### src/rtl/riv_rdy_vld_fifo.sv
// riv_rdy_vld_fifo
//   Synchronous ready/valid FIFO that sits directly in front of a ready/valid
//   sink. It absorbs producer bursts while the sink holds off m_ready.
//   s_ready and m_valid are decoded only from the registered occupancy, so
//   there is no combinational path from m_ready to s_ready. A word is never
//   passed straight through when the FIFO is empty; minimum latency is 1 cycle.
//
// Ports
//   clk      in   clock, rising edge
//   rst      in   synchronous active-high reset
//   s_valid  in   upstream word present on s_data
//   s_ready  out  FIFO accepts a word this cycle (not full)
//   s_data   in   upstream payload
//   m_valid  out  head word presented to the sink (not empty)
//   m_ready  in   sink accepts the head word
//   m_data   out  head payload, zero while m_valid=0
//   level    out  occupancy 0..DEPTH
//   full     out  level == DEPTH
//   empty    out  level == 0
module riv_rdy_vld_fifo #(
    parameter int DATA_WIDTH = 64,
    parameter int DEPTH      = 4
) (
    input  logic                     clk,
    input  logic                     rst,
    input  logic                     s_valid,
    output logic                     s_ready,
    input  logic [DATA_WIDTH-1:0]    s_data,
    output logic                     m_valid,
    input  logic                     m_ready,
    output logic [DATA_WIDTH-1:0]    m_data,
    output logic [$clog2(DEPTH):0]   level,
    output logic                     full,
    output logic                     empty
);

    localparam int PTR_W = $clog2(DEPTH);
    localparam int LVL_W = PTR_W + 1;

    logic [DATA_WIDTH-1:0] r_mem [DEPTH];
    logic [PTR_W-1:0]      r_wr_ptr;
    logic [PTR_W-1:0]      r_rd_ptr;
    logic [LVL_W-1:0]      r_level;

    logic                  w_full;
    logic                  w_empty;
    logic                  w_push;
    logic                  w_pop;

    assign w_full  = (r_level == LVL_W'(DEPTH));
    assign w_empty = (r_level == '0);

    // Handshakes are qualified by the registered flags only; a pop while full
    // does not open s_ready until the following cycle.
    assign w_push = s_valid & ~w_full & ~rst;
    assign w_pop  = m_ready & ~w_empty & ~rst;

    // Storage is deliberately left out of reset; level gates visibility.
    always_ff @(posedge clk) begin
        if (w_push) begin
            r_mem[r_wr_ptr] <= s_data;
        end
    end

    // DEPTH is a power of two, so natural pointer overflow is the modulo wrap.
    always_ff @(posedge clk) begin
        if (rst) begin
            r_wr_ptr <= '0;
            r_rd_ptr <= '0;
            r_level  <= '0;
        end else begin
            if (w_push) begin
                r_wr_ptr <= r_wr_ptr + PTR_W'(1);
            end
            if (w_pop) begin
                r_rd_ptr <= r_rd_ptr + PTR_W'(1);
            end
            case ({w_push, w_pop})
                2'b10:   r_level <= r_level + LVL_W'(1);
                2'b01:   r_level <= r_level - LVL_W'(1);
                default: r_level <= r_level;
            endcase
        end
    end

    assign s_ready = ~w_full;
    assign m_valid = ~w_empty;
    assign m_data  = w_empty ? '0 : r_mem[r_rd_ptr];
    assign level   = r_level;
    assign full    = w_full;
    assign empty   = w_empty;

endmodule

### config.mk
export PLATFORM = sky130hd
export DESIGN_NAME = riv_rdy_vld_fifo
export DESIGN_NICKNAME = d
export VERILOG_FILES = /design/src/rtl/riv_rdy_vld_fifo.sv
export SDC_FILE = /design/constraint.sdc
export NUM_CORES = 1
export LEC_CHECK = 0
export ABC_AREA = 1
export BUFFER_PORTS_ARGS = -buffer_cell sky130_fd_sc_hd__buf_2
export CAP_MARGIN = 20
export CORE_ASPECT_RATIO = 1.75
export CORE_MARGIN = 4
export CORE_UTILIZATION = 53
export CTS_CLUSTER_SIZE = 8
export DETAILED_ROUTE_END_ITERATION = 8
export GPL_TIMING_DRIVEN = 0
export PLACE_DENSITY = 0.85
export SKIP_LAST_GASP = 1
export SLEW_MARGIN = 0
export SYNTH_ARGS = -nofsm -noshare
export SYNTH_HDL_FRONTEND = slang
export SYNTH_SLANG_ARGS = --single-unit
export TNS_END_PERCENT = 1
### constraint.sdc
create_clock -name clk -period 13.7 [get_ports clk]
set_input_delay 2.74 -clock clk [delete_from_list [all_inputs] [get_ports clk]]
set_output_delay 2.74 -clock clk [all_outputs]
set_load 0.02 [all_outputs]
Yosys cells after proc, flatten, opt, wreduce, memory -nomap -nowiden
Memories as Yosys holds them, arrays and structs flattened. A register that Yosys moved wholly into a read port is not among the register bits.
Index checks and enable logic that the tools add are counted.
- output and inout bits: 71
- logic and storage cells: 26
- bits in writable memories: 256
- register bits after elaboration: 7
- input port bits: 68
- memories kept: 1
- memory list (name ; words ; bits a word ; rd ports ; clocked after memory_dff ; wr ports ; line ; RTL):
    r_mem ; 4 ; 64 ; 1 ; 1 ; 1 ; 40 ; logic [DATA_WIDTH-1:0] r_mem [DEPTH];
- equality and inequality tests: 3
- bitwise logic cells: 7
- add/subtract/negate cells: 4
- muxes and demuxes: 6
- reductions and logical operators: 2
- operators with widths (kind ; count):
    $mux 64 ; 1
    $pmux 3 s2 ; 1
    $add 2x1->2 const B ; 2
    $and 1x1->1 ; 4
    $mux 2 ; 2
    $add 3x1->3 const B ; 1
    $eq 3x3->1 const B ; 1
    $logic_not 3->1 ; 1
    $not 1->1 ; 3
    $sub 3x1->3 const B ; 1
    $eq 2x1->1 const B ; 1
    $eq 2x2->1 const B ; 1
    $mux 1 ; 2
    $reduce_bool 2->1 ; 1

Longest topological paths before layout
- depth after elaboration: 6
- mapped depth: 13
- gate-level depth less buffers: 13

Least setup slack after synthesis
OpenSTA, ideal clock, no wires.
- kind: input port to flip-flop
- start: input rst
- end: memory r_mem[0][0], enable pin
- buffers on the path: 0
- data arrival time: 5736 ps
- library setup time: 487 ps
- stages on the path: 3
- required time: 13213 ps
- slack: 7477 ps
- cell sequence: inv_1 -> nand3_1 -> nor2_1
- cells in the longest elaborated chain, start to end: 4
- RTL lines (element ; line ; RTL):
    from (decl) ; 25 ; input logic rst,
    $not 1->1 ; 55 ; assign w_push = s_valid & ~w_full & ~rst;
    $and 1x1->1 ; 55 ;
    $mux 1 ; 60 ; if (w_push) begin
    $mux 1 (not written as such) ; 61 ; r_mem[r_wr_ptr] <= s_data;
    to (decl) ; 40 ;
No other way between the ends.

==> summary.txt <==
Syn Nets = 897
post-cts repair resize count = 0
PwrDens = 162.0 nW/µm²
setup violators final = 0
Pre-Repair DR Iteration Count = 7
all-layer global routing usage = 0.2182
DP HPWL = 15280 µm
share of layout cells above drive strength 1 = 0.2220
die area = 22060 µm²
Post-Syn Instances = 823
CP Max Fanout = 10
RR Endpoint = r_mem[0][42]
Setup TNS Final = 0 ps
Hold Crit Class = reg2reg
RSZ-0062 raised after global routing = no
hold_buf cts = 0
post-synth top area share = 0.7377
largest net degree at the start of global routing = 30
DR vias = 7014
Avg WL per Cell = 19.21 µm
CP Data Arrival Time = 2170 ps
Startpoint Class = register
Core Box Area = 19280 µm²
number of synthesized flops with an enable pin = 256
Post-CTS Setup Repair Bufs = 0
GPL Wtd Cong = 0.7832
Static Leakage = 4.712 nW
Antenna Violating Nets Remaining = 0
CTS Buffer Depth = 3
Fill cells = 1366
Row Count = 67
Register-to-Register Path Depth = 6
Max-Cap Viols = 0
Max VDD drop = 0.0001423 V
Sink Count = 265
clk_lat worst skew = 490 ps
relative slew slack = 0.4648
Clock transition at path regs = 50 ps
DRT iter0 DRCs = 552
Top FF cell, synth = edfxtp_1
H-tree level count = 2
TritonCTS buffer count = 39
Netlist cell types = 19
Root Buffer = clkbuf_16
final net count = 1084
period utilization = 0.3586
crit path to = m_data[8]
critical path endpoint category = primary output
Starting Density = 0.5405
Die W = 114 µm
top-count cell post-synth = nor2_1
Via density = 5.545
vias in the first global route = 7369
Crit Path Category = reg2out
post-synthesis cell area = 10420 µm²
Seq/Total Area, Yosys = 0.7550
DRC Markers = 0
outcome = finished clean
worst slew pin tran = 801.0 ps
layout overhead on the synthesized area = 21.74%
#FFs+latches synth = 265
synth warn = 0
Routed WL = 24300 µm
post-route minimum period = 4913 ps
Fmax = 203.5 MHz
Synth area leader = edfxtp_1
die height = 193.5 µm
Async SR Flop Fraction = 0
worst reg-to-reg setup slack = 11330 ps
io pins = 139
Place WS = 8907 ps
R2R Path Start = level[1]
Avg Inst Size Synth = 12.66 µm²
first-pass GRT wire length = 37670 µm
largest cells by area after synthesis = edfxtp_1 74%, nor2_1 9.7%, o21ai_0 5.8%
port bufs = 138
Slew Viols, Final = 0
initial antenna violation count = 6
Final Hold Fails = 0
most frequent cells after synthesis = 268 x nor2_1, 256 x edfxtp_1, 121 x o21ai_0, 69 x a21oi_1, 17 x inv_1
CTS tree = yes
gr ovfl total = 0
Setup Skew = 15.78 ps
Worst Path Required = 10960 ps
setup ws final = 8787 ps
## worst max-delay path, cell delays in order (launching register included)
cell and delay (ps):
dfxtp_1 340, inv_2 70, buf_4 200, clkbuf_1 400, o21ai_0 170, a21oi_1 290
buf_2 220
## how the worst min path moves through the flow
stage | startpoint | cells after the start | endpoint | slack (ps)
floorplan | r_wr_ptr[1] | 2 | r_wr_ptr[1] | 470
global route | r_wr_ptr[1] | 2 | r_wr_ptr[1] | 550
CTS | r_wr_ptr[1] | 2 | r_wr_ptr[1] | 510
finish | r_wr_ptr[1] | 2 | r_wr_ptr[1] | 500
detailed placement | r_wr_ptr[1] | 2 | r_wr_ptr[1] | 500
global placement | r_wr_ptr[1] | 2 | r_wr_ptr[1] | 490
## cells by family (layout without fill, tap and decap cells)
logic type / Yosys count / in the layout / synth area share
compound gates: 200 / 200 / 0.09605
fa+ha+maj: 6 / 6 / 0.007924
buf+inv: 67 / 262 / 0.03746
flops: 265 / 265 / 0.7550
other cells: 0 / 6 / 0
simple gates: 285 / 285 / 0.1036
## cell usage in the layout, fill, tap and decap left out
master	count
buf_16	1
clkbuf_16	41
nor2_4	4
buf_6	12
fa_1	1
clkinv_4	1
inv_2	2
o21ai_0	121
nand4_1	1
diode_2	6
buf_1	5
nand3_1	4
buf_4	10
edfxtp_1	256
a21oi_1	69
nand2_2	1
clkbuf_1	19
dfxtp_1	9
nor2_1	264
o21ai_1	10
buf_12	7
buf_2	147
ha_1	5
inv_1	17
nand2_1	11
## per-layer routing
layer,wire length [µm],vias to the layer above,global-route usage
li1,-,3268,-
met1,8425,3340,0.2344
met2,13450,337,0.4031
met3,1543,69,0.03814
met4,880,0,0.1061
met5,0,-,0
## through the flow
step	hold WS (ps)	util	power (mW)	instances	area, µm²
after global placement	489.4	0.5920	1.231	1202	11410
after global routing	553.3	0.6580	2.131	1265	12690
after CTS	507.3	0.6572	2.063	1259	12670
after detailed placement	499.6	0.6022	1.240	1210	11610
after floorplan	465.7	-	1.124	823	10420
final	503.6	0.6580	2.055	1265	12690
## power breakdown
part	leakage (nW)	switching [mW]	internal (mW)
Clock	0.518	0.301	0.528
Combinational	1.80	0.209	0.0940
Sequential	2.40	0.00703	0.916
## final cells by class
| type | instances | area, µm² | area share |
|---|---|---|---|
| antenna | 6 | 15.01 | 0.001183 |
| timing repair buffer | 146 | 858.3 | 0.06765 |
| tap | 241 | 301.5 | 0.02377 |
| clock buffer | 48 | 1052 | 0.08294 |
| sequential | 265 | 7868 | 0.6201 |
| inverter | 19 | 71.32 | 0.005621 |
| clock inverter | 1 | 8.758 | 0.0006903 |
| multi-input combinational | 491 | 2193 | 0.1729 |
| buffer | 48 | 319.1 | 0.02515 |
## flip-flops by register name (all words and copies together), names as in the netlist, named ones only
name and cells:
r_wr_ptr 2, r_rd_ptr 2, r_mem 256, level 3
(Power assumes the default switching activity.)
